File: config.mk
export PLATFORM = sky130hd
export DESIGN_NAME = mem_arbiter
export DESIGN_NICKNAME = d
export VERILOG_FILES = /design/src/rtl/mem_arb_pkg.sv /design/src/rtl/mem_lat_timer.sv /design/src/rtl/mem_arbiter.sv
export SDC_FILE = /design/constraint.sdc
export NUM_CORES = 1
export LEC_CHECK = 0
export BUFFER_PORTS_ARGS = -buffer_cell sky130_fd_sc_hd__buf_2
export CAP_MARGIN = 20
export CORE_MARGIN = 2
export CORE_UTILIZATION = 47
export CTS_CLUSTER_DIAMETER = 100
export DETAILED_ROUTE_END_ITERATION = 6
export GPL_ROUTABILITY_DRIVEN = 1
export PLACE_DENSITY = 0.87
export SKIP_CTS_REPAIR_TIMING = 1
export SLEW_MARGIN = 20
export SYNTH_ARGS = -nofsm -noshare
export SYNTH_HDL_FRONTEND = slang
export SYNTH_SLANG_ARGS = --single-unit
File: constraint.sdc
create_clock -name clk -period 2.09 [get_ports clk]
set_input_delay 0.418 -clock clk [delete_from_list [all_inputs] [get_ports clk]]
set_output_delay 0.418 -clock clk [all_outputs]
set_load 0.02 [all_outputs]
File: src/rtl/mem_arb_pkg.sv
// Shared types for the memory arbiter: access size encoding (same as the
// core's load/store size), arbiter state and access owner.
package mem_arb_pkg;

  typedef enum logic [1:0] {
    SIZE_NONE = 2'd0,
    SIZE_BYTE = 2'd1,
    SIZE_HALF = 2'd2,
    SIZE_WORD = 2'd3
  } size_e;

  typedef enum logic {
    IDLE = 1'b0,
    BUSY = 1'b1
  } state_e;

  typedef enum logic {
    OWN_IF = 1'b0,
    OWN_D  = 1'b1
  } owner_e;

  // A write of size NONE is accepted but never reaches the memory.
  function automatic logic is_null_write(input logic wen, input logic [1:0] size);
    return wen && (size == SIZE_NONE);
  endfunction

endpackage

File: src/rtl/mem_lat_timer.sv
// Loadable down-counter that times one memory access. 'expire' is high in
// the last cycle of the access (count == 1); the counter parks at zero.
module mem_lat_timer #(
  parameter int W = 2
) (
  input  logic         clk,
  input  logic         rst_n,
  input  logic         load,
  input  logic [W-1:0] value,
  output logic         expire
);

  logic [W-1:0] count_d, count_q;

  // Next count: reload on a new access, otherwise count down to zero.
  always_comb begin
    // NOTE: every variable gets a default before any branch so no latch is inferred.
    count_d = count_q;
    if (load) begin
      count_d = value;
    end else if (count_q != '0) begin
      count_d = count_q - 1'b1;
    end
  end

  // Count register.
  always_ff @(posedge clk or negedge rst_n) begin
    // NOTE: state is updated with non-blocking assignments so every flop samples pre-edge values.
    if (!rst_n) begin
      count_q <= '0;
    end else begin
      count_q <= count_d;
    end
  end

  assign expire = (count_q == W'(1));

endmodule

File: src/rtl/mem_arbiter.sv
// Arbitrates the instruction-fetch and data ports onto one single-port
// synchronous memory with MEM_LAT cycles of read latency. One access at a
// time; data beats fetch. Build option ARB_FAIRNESS_EN lets a waiting fetch
// win after MAX_D_RUN consecutive data grants.
module mem_arbiter
  import mem_arb_pkg::*;
#(
  parameter int ADDR_W    = 32,
  parameter int DATA_W    = 32,
  parameter int MEM_LAT   = 1,
  parameter int MAX_D_RUN = 4
) (
  input  logic              clk,
  input  logic              rst_n,
  input  logic              if_req,
  input  logic [ADDR_W-1:0] if_addr,
  output logic              if_gnt,
  output logic              if_rvalid,
  output logic [DATA_W-1:0] if_rdata,
  input  logic              d_req,
  input  logic              d_wen,
  input  logic [1:0]        d_size,
  input  logic [ADDR_W-1:0] d_addr,
  input  logic [DATA_W-1:0] d_wdata,
  output logic              d_gnt,
  output logic              d_rvalid,
  output logic [DATA_W-1:0] d_rdata,
  output logic              mem_en,
  output logic              mem_wen,
  output logic [1:0]        mem_size,
  output logic [ADDR_W-1:0] mem_addr,
  output logic [DATA_W-1:0] mem_wdata,
  input  logic [DATA_W-1:0] mem_rdata,
  output logic              stall
);

  localparam int  TMR_W     = $clog2(MEM_LAT + 1);
  // A misconfigured instance never grants rather than misbehaving silently.
  localparam bit  PARAMS_OK = (MEM_LAT >= 1) && (MAX_D_RUN >= 1);

  state_e              state_d, state_q;
  owner_e              owner_d, owner_q;
  logic                mem_en_d, mem_en_q;
  logic                mem_wen_d, mem_wen_q;
  logic [1:0]          mem_size_d, mem_size_q;
  logic [ADDR_W-1:0]   mem_addr_d, mem_addr_q;
  logic [DATA_W-1:0]   mem_wdata_d, mem_wdata_q;
  logic                if_rvalid_d, if_rvalid_q;
  logic                d_rvalid_d, d_rvalid_q;
  logic [DATA_W-1:0]   if_rdata_d, if_rdata_q;
  logic [DATA_W-1:0]   d_rdata_d, d_rdata_q;

  logic                tmr_load;
  logic [TMR_W-1:0]    tmr_value;
  logic                tmr_expire;

  logic                arb_idle;
  logic                if_first;
  logic                grant_d;
  logic                grant_if;

  // Grants are only given while idle and out of reset.
  assign arb_idle = PARAMS_OK && rst_n && (state_q == IDLE);

`ifdef ARB_FAIRNESS_EN
  localparam int FAIR_W = $clog2(MAX_D_RUN + 1);

  logic [FAIR_W-1:0] fair_cnt_d, fair_cnt_q;

  assign if_first = if_req && d_req && (fair_cnt_q == FAIR_W'(MAX_D_RUN));

  // Count data grants taken while fetch waits; any gap in fetch demand or a
  // fetch grant restarts the run.
  always_comb begin
    fair_cnt_d = fair_cnt_q;
    if (grant_if || !if_req) begin
      fair_cnt_d = '0;
    end else if (grant_d) begin
      fair_cnt_d = fair_cnt_q + 1'b1;
    end
  end

  // Fairness run counter.
  always_ff @(posedge clk or negedge rst_n) begin
    if (!rst_n) begin
      fair_cnt_q <= '0;
    end else begin
      fair_cnt_q <= fair_cnt_d;
    end
  end
`else
  assign if_first = 1'b0;
`endif

  assign grant_d  = arb_idle && d_req && !if_first;
  assign grant_if = arb_idle && if_req && !grant_d;

  // Next-state, memory command and response logic.
  always_comb begin
    state_d     = state_q;
    owner_d     = owner_q;
    mem_en_d    = 1'b0;
    mem_wen_d   = mem_wen_q;
    mem_size_d  = mem_size_q;
    mem_addr_d  = mem_addr_q;
    mem_wdata_d = mem_wdata_q;
    if_rvalid_d = 1'b0;
    d_rvalid_d  = 1'b0;
    if_rdata_d  = if_rdata_q;
    d_rdata_d   = d_rdata_q;
    tmr_load    = 1'b0;
    tmr_value   = '0;

    case (state_q)
      IDLE: begin
        if (grant_d) begin
          state_d     = BUSY;
          owner_d     = OWN_D;
          mem_en_d    = !is_null_write(d_wen, d_size);
          mem_wen_d   = d_wen;
          mem_size_d  = d_size;
          mem_addr_d  = d_addr;
          mem_wdata_d = d_wdata;
          tmr_load    = 1'b1;
          tmr_value   = d_wen ? TMR_W'(1) : TMR_W'(MEM_LAT);
        end else if (grant_if) begin
          state_d     = BUSY;
          owner_d     = OWN_IF;
          mem_en_d    = 1'b1;
          mem_wen_d   = 1'b0;
          mem_size_d  = SIZE_WORD;
          mem_addr_d  = if_addr;
          mem_wdata_d = '0;
          tmr_load    = 1'b1;
          tmr_value   = TMR_W'(MEM_LAT);
        end
      end
      BUSY: begin
        if (tmr_expire) begin
          state_d = IDLE;
          if (!mem_wen_q) begin
            if (owner_q == OWN_IF) begin
              if_rvalid_d = 1'b1;
              if_rdata_d  = mem_rdata;
            end else begin
              d_rvalid_d = 1'b1;
              d_rdata_d  = mem_rdata;
            end
          end
        end
      end
      default: state_d = IDLE;
    endcase
  end

  // Arbiter state, held memory command and port responses.
  always_ff @(posedge clk or negedge rst_n) begin
    if (!rst_n) begin
      state_q     <= IDLE;
      owner_q     <= OWN_IF;
      mem_en_q    <= 1'b0;
      mem_wen_q   <= 1'b0;
      mem_size_q  <= SIZE_NONE;
      mem_addr_q  <= '0;
      mem_wdata_q <= '0;
      if_rvalid_q <= 1'b0;
      d_rvalid_q  <= 1'b0;
      if_rdata_q  <= '0;
      d_rdata_q   <= '0;
    end else begin
      state_q     <= state_d;
      owner_q     <= owner_d;
      mem_en_q    <= mem_en_d;
      mem_wen_q   <= mem_wen_d;
      mem_size_q  <= mem_size_d;
      mem_addr_q  <= mem_addr_d;
      mem_wdata_q <= mem_wdata_d;
      if_rvalid_q <= if_rvalid_d;
      d_rvalid_q  <= d_rvalid_d;
      if_rdata_q  <= if_rdata_d;
      d_rdata_q   <= d_rdata_d;
    end
  end

  mem_lat_timer #(
    .W(TMR_W)
  ) u_timer (
    .clk   (clk),
    .rst_n (rst_n),
    .load  (tmr_load),
    .value (tmr_value),
    .expire(tmr_expire)
  );

  assign if_gnt    = grant_if;
  assign d_gnt     = grant_d;
  assign if_rvalid = if_rvalid_q;
  assign if_rdata  = if_rdata_q;
  assign d_rvalid  = d_rvalid_q;
  assign d_rdata   = d_rdata_q;
  assign mem_en    = mem_en_q;
  assign mem_wen   = mem_wen_q;
  assign mem_size  = mem_size_q;
  assign mem_addr  = mem_addr_q;
  assign mem_wdata = mem_wdata_q;
  assign stall     = (if_req && !grant_if) || (d_req && !grant_d);

endmodule

==> results of run 1 <==
area by class of cell:
class,instances,area [sq um]
clock inverters,10,139
well taps,168,210
multi-input cells,240,2210
flip-flops and latches,137,3430
fillers,910,4040
inverters,4,15.0
repair buffers,289,1530
clock buffers,22,494
worst max-delay path: cells and delay by family, from the launching register on:
| family | cells | cell delay, ps |
|---|---|---|
| fa+ha+maj | 1 | 360 |
| buf+inv | 1 | 170 |
| flops | 1 | 390 |
| simple gates | 1 | 260 |
flip-flops by register name, indices dropped and copies added, names as in the netlist:
name / flops
mem_en: 1
mem_wdata: 32
d_rvalid: 1
mem_size: 2
u_timer.expire: 1
state_q: 1
if_rvalid: 1
d_rdata: 32
mem_addr: 32
owner_q: 1
mem_wen: 1
if_rdata: 32
power breakdown:
group          switching [mW]  internal (mW)  leakage (nW)  total, mW
clock network            1.12           2.04         0.312       3.15
logic                    3.03           2.40          2.01       5.43
registers               0.817           3.91          1.66       4.73
total                    4.96           8.34          3.98       13.3
layer usage:
| layer | part of all wire, % | vias up | track usage [%] |
|---|---|---|---|
| li1 | - | 2123 | - |
| met1 | 40 | 2368 | 29.3 |
| met2 | 51 | 216 | 40.9 |
| met3 | 7.1 | 28 | 6.17 |
| met4 | 1.9 | 0 | 9.24 |
| met5 | 0 | - | 0 |
cell usage in the layout, fill, tap and decap left out, drive strengths merged, types with 3 or more instances in the layout:
master  synthesis  layout
mux2           64      64
buf            16     288
clkbuf         23      23
a22o           33      33
a221o          32      32
clkinv          0       5
bufinv          0       3
a21oi          32      32
dfrtp         137     137
nand2b         33      33
inv             4       5
nand4b         33      33
cell families after synthesis:
group | Yosys count | share of synthesized area [%]
DFF | 137 | 58.8
AOI/OAI and AO/OA | 103 | 13.9
and+or+nand+nor | 72 | 9.34
muxes | 64 | 14.2
buffers and inverters | 43 | 3.52
adders and majority gates | 1 | 0.172
stage by stage:
| stage | cells | hold WS, ps |
|---|---|---|
| finish | 870 | 113 |
| global route | 870 | 160 |
| CTS | 867 | 121 |
| detailed placement | 835 | 476 |
| global placement | 835 | 462 |
| floorplan | 420 | 122 |
path summary, 6_finish.rpt:
kind                                    startpoint  slack, ps  cells after the start                       end
setup / recovery                 state_q$_DFF_PN0_         80                      3                     stall
max in group asynchronous                    rst_n        830                      3    d_rdata[3]$_DFFE_PN0P_
min in group clk                             d_wen        220                      2          mem_en$_DFF_PN0_
hold / removal                               rst_n        110                      2       owner_q$_DFFE_PN0P_
hold reg to reg            mem_size[1]$_DFFE_PN0P_        490                      1   mem_size[1]$_DFFE_PN0P_
setup reg to reg                 state_q$_DFF_PN0_        330                      5  if_rdata[31]$_DFFE_PN0P_
==> results.sh, run 1 <==
export IMPL_tightest_slew_ps=829
export IMPL_via_per_inst=5.44
export IMPL_synth_seq_cells=137
export IMPL_first_pass_iters=4
export IMPL_design_area_sq_um=8020
export IMPL_cts_max_level=4
export IMPL_setup_viol=0
export IMPL_finalMaxSlewViolations=0
export IMPL_worstSetupEndpointType="output pin"
export IMPL_drtAntennaViolNets=0
export IMPL_vias=4735
export IMPL_gp_congestion=0.832
export IMPL_cts_tree="done"
export IMPL_drt_iter0_markers=330
export IMPL_placed_cell_area_sq_um=7350
export IMPL_cts_path_max_buffers=2
export IMPL_wl_microns=15900
export IMPL_yosys_top_cells_area="dfrtp_1, mux2_4, mux2_2"
export IMPL_maxCapViolations=0
export IMPL_cts_sinks=137
export IMPL_coreArea_sq_um=12100
export IMPL_grt_max_degree=71
export IMPL_clockRootBuffer="clkbuf_16"
export IMPL_grt_antenna_before_repair=0
export IMPL_min_period_ps=2010
export IMPL_relSlewSlack_pct=44.8
export IMPL_avgSynthCellArea_sq_um=13.9
export IMPL_route_detailed_drc=0
export IMPL_rsz0062_at_grt="no"
export IMPL_port_buffers=271
export IMPL_critical_path_slowest_cell="dfrtp_1"
export IMPL_synth_distinct_cells=25
export IMPL_ir_drop_mv=0.740
export IMPL_die_area_sq_um=13300
export IMPL_fin_util_pct=66.5
export IMPL_rows=40
export IMPL_seq_area_frac_synth_pct=58.8
export IMPL_grt_pass1_wl_microns=24600
export IMPL_grt_usage_pct=24.0
export IMPL_post_synth_top_count_cell="dfrtp_1"
export IMPL_die_h_microns=115
export IMPL_layout_setup_ws_ps=81.7
export IMPL_syn_area_sq_um=5830
export IMPL_slowest_delay_ps=390
export IMPL_path_cells="nand2b_2 -> maj3_1 -> buf_2"
export IMPL_insertedDiodeCount=0
export IMPL_first_global_vias=4811
export IMPL_fmax_ghz=0.498
export IMPL_finalPower_mw=13.3
export IMPL_required_ps=1670
export IMPL_dpl_hpwl_microns=11100
export IMPL_clock_skew_ps=6.27
export IMPL_fin_crit_sh_pct=96.1
export IMPL_path_clk_slew_ps=60
export IMPL_cp_max_fo=7
export IMPL_wl_per_cell_microns=18.2
export IMPL_cts_buffers=17
export IMPL_area_growth_pct=37.6
export IMPL_synth_top_area_share_pct=58.8
export IMPL_totalNegativeSetupSlack_ps=0
export IMPL_ios=272
export IMPL_p_per_area_nw_per_um2=1660
export IMPL_num_nets_final=824
export IMPL_synth_edf_count=0
export IMPL_synth_common_cells="dfrtp_1, mux2_2, a22o_1, nand2b_1, nand4b_1"
export IMPL_grt_remaining_overflow=0
export IMPL_crit_type="reg -> out"
export IMPL_yosys_warnings=0
export IMPL_finalHoldViolations=0
export IMPL_power_leakage_nw=3.98
export IMPL_start_kind="flip-flop"
export IMPL_arrival_ps=1590
export IMPL_insertion_delay_ps=410
export IMPL_synthArstFlopShare_pct=100
export IMPL_post_place_ws_ps=286
export IMPL_ys_flop_type="dfrtp_1"
export IMPL_syn_nets=555
export IMPL_status="complete, no violations"
export IMPL_drive_gt1_share_pct=55.7
export IMPL_start_util_pct=48.3
export IMPL_hp_class="in -> async"
export IMPL_fp_dieW_microns=115
export IMPL_yosys_area_top_type="dfrtp_1"
export IMPL_synthCells=420
No activity file was read; power rests on OpenSTA's default activity.
==> inputs of run 2 (changes only) <==
- CORE_UTILIZATION: 47 -> 42
- HOLD_SLACK_MARGIN: unset -> 0.12
- PLACE_DENSITY: 0.87 -> 0.82
- clock period: 2.09 -> 1.8 ns (I/O delays scaled with it)
==> run 2 against run 1 <==
- the run now ends with setup timing left
- setup slack lost 140 ps
- cell area grew 1.7%
- via count grew 0.30%
- sequential power grew 16%
- global-route usage shrank 2.5 points
- clock-buffer cell count shrank 5
- first-iteration DRC count shrank 15%
- register-to-register slack lost 260 ps
- clock power grew 14%
- critical path depth grew 1
- die area grew 11%
- sequential cell count is the same
==> results.sh, run 2 (same netlist as run 1, synthesis figures left out) <==
export IMPL_hp_class="in -> reg"
export IMPL_rsz0062_at_grt="yes"
export IMPL_wl_microns=16100
export IMPL_grt_remaining_overflow=0
export IMPL_totalNegativeSetupSlack_ps=-84.9
export IMPL_cts_buffers=17
export IMPL_p_clk_share_pct=23.1
export IMPL_tightest_slew_ps=443
export IMPL_clockRootBuffer="clkbuf_16"
export IMPL_setup_worst_path_start="state_q$_DFF_PN0_"
export IMPL_pwr_share_comb_pct=41.5
export IMPL_timing_rr_start="state_q$_DFF_PN0_"
export IMPL_required_ps=1440
export IMPL_finalMaxSlewViolations=0
export IMPL_coreArea_sq_um=13700
export IMPL_first_global_vias=4783
export IMPL_fp_dieW_microns=122
export IMPL_ir_drop_mv=0.704
export IMPL_die_area_sq_um=14800
export IMPL_maxCapViolations=0
export IMPL_crit_type="reg -> out"
export IMPL_route_detailed_drc=0
export IMPL_wl_per_cell_microns=18.0
export IMPL_min_period_ps=1860
export IMPL_grt_antenna_before_repair=2
export IMPL_drtAntennaViolNets=0
export IMPL_worstSetupEndpointType="output pin"
export IMPL_hold_start="d_wdata[22]"
export IMPL_fmax_ghz=0.539
export IMPL_cts_sinks=137
export IMPL_start_util_pct=42.5
export IMPL_dpl_hpwl_microns=11500
export IMPL_drt_iter0_markers=280
export IMPL_grt_pass1_wl_microns=24400
export IMPL_violations="setup timing"
export IMPL_layout_setup_ws_ps=-57.0
export IMPL_p_per_area_nw_per_um2=1900
export IMPL_grt_max_degree=92
export IMPL_relSlewSlack_pct=70.4
export IMPL_ios=272
export IMPL_grt_usage_pct=21.5
export IMPL_cp_max_fo=6
export IMPL_die_h_microns=122
export IMPL_power_internal_mw=9.63
export IMPL_gp_congestion=0.843
export IMPL_finalHoldViolations=0
export IMPL_arrival_ps=1500
export IMPL_start_kind="flip-flop"
export IMPL_setup_viol=2
export IMPL_path_clk_slew_ps=60
export IMPL_clock_skew_ps=8.65
export IMPL_swShare_pct=37.9
export IMPL_insertion_delay_ps=420
export IMPL_drive_gt1_share_pct=56.4
export IMPL_cts_tree="done"
export IMPL_area_growth_pct=39.9
export IMPL_cts_max_level=4
export IMPL_rows=43
export IMPL_first_pass_iters=4
export IMPL_final_common_cell="buf_2"
export IMPL_layout_common_cells="buf_2, dfrtp_1, mux2_2"
export IMPL_port_buffers=271
export IMPL_power_leakage_nw=4.03
export IMPL_switchingPower_mw=5.88
export IMPL_via_per_inst=5.33
export IMPL_num_nets_final=831
export IMPL_cts_path_max_buffers=2
export IMPL_seqPwrFrac_pct=35.4
export IMPL_finalPower_mw=15.5
export IMPL_vias=4749
export IMPL_status="finished, violations left"
export IMPL_fin_crit_sh_pct=103
==> run 2: cell count changes in the layout (fill, tap and decap cells not counted), moves of 2 or more <==
cell           before  now
inv_6               1    6
buf_4              16   19
buf_12              2    5
buf_2             269  267
dlygate4sd3_1       0    2
clkinv_2            3    1
diode_2             0    2
clkbuf_8            5    0
buf_6               1    3
clkinv_4            2    4
==> run 2: cell type report <==
| type | count | area [sq um] |
|---|---|---|
| Antenna cell | 2 | 5.00 |
| Clock buffer | 17 | 425 |
| Clock inverter | 15 | 189 |
| Fill cell | 1095 | 5560 |
| Inverter | 4 | 20.0 |
| Multi-Input combinational cell | 240 | 2230 |
| Sequential cell | 137 | 3430 |
| Tap cell | 180 | 225 |
| Timing Repair Buffer | 296 | 1630 |
==> run 2: worst max-delay path: stages, from the launching register on <==
cell and delay, ps:
dfrtp_2 440, nand2b_4 180, buf_12 130, nor3b_4 190, buf_6 140
==> run 2: stage by stage <==
stage / instances / hold WS (ps) / setup WS, ps / cell area (sq um) / utilization [%]
finish: 891 / 160 / -57.0 / 8160 / 59.4
global placement: 849 / 289 / 168 / 7410 / 54.0
CTS: 881 / -147 / -278 / 8030 / 58.5
global route: 889 / 149 / -116 / 8150 / 59.4
floorplan: 420 / 64.4 / 59.6 / 5830 / -
detailed placement: 849 / 295 / 97.1 / 7410 / 54.0
==> run 2: power groups by stage <==
stage          registers, mW  clock network, mW  logic (mW)
3_5_place_dp            5.48                  0        6.36
4_1_cts                 5.48               3.65        6.36
3_3_place_gp            5.41                  0        6.20
2_1_floorplan           7.14                  0        2.32
5_1_grt                 5.66               3.80        6.86
6_report                5.49               3.59        6.44
==> run 2: final timing paths <==
path,to,slack [ps],cells after the start
max,if_gnt,-60,4
min,mem_wdata[22]$_DFFE_PN0P_,160,2
max reg2reg,if_rdata[31]$_DFFE_PN0P_,70,5
min reg2reg,mem_wdata[21]$_DFFE_PN0P_,490,1
max in group asynchronous,if_rdata[12]$_DFFE_PN0P_,400,4
min in group asynchronous,mem_wen$_DFFE_PN0P_,490,3
==> run 2: per-layer routing <==
layer | up-vias | track usage (%) | wire length (microns)
met2 | 226 | 35.4 | 7860
met3 | 31 | 5.43 | 1150
met5 | - | 0 | 13
met1 | 2350 | 26.6 | 6600
li1 | 2140 | - | -
met4 | 2 | 9.70 | 456
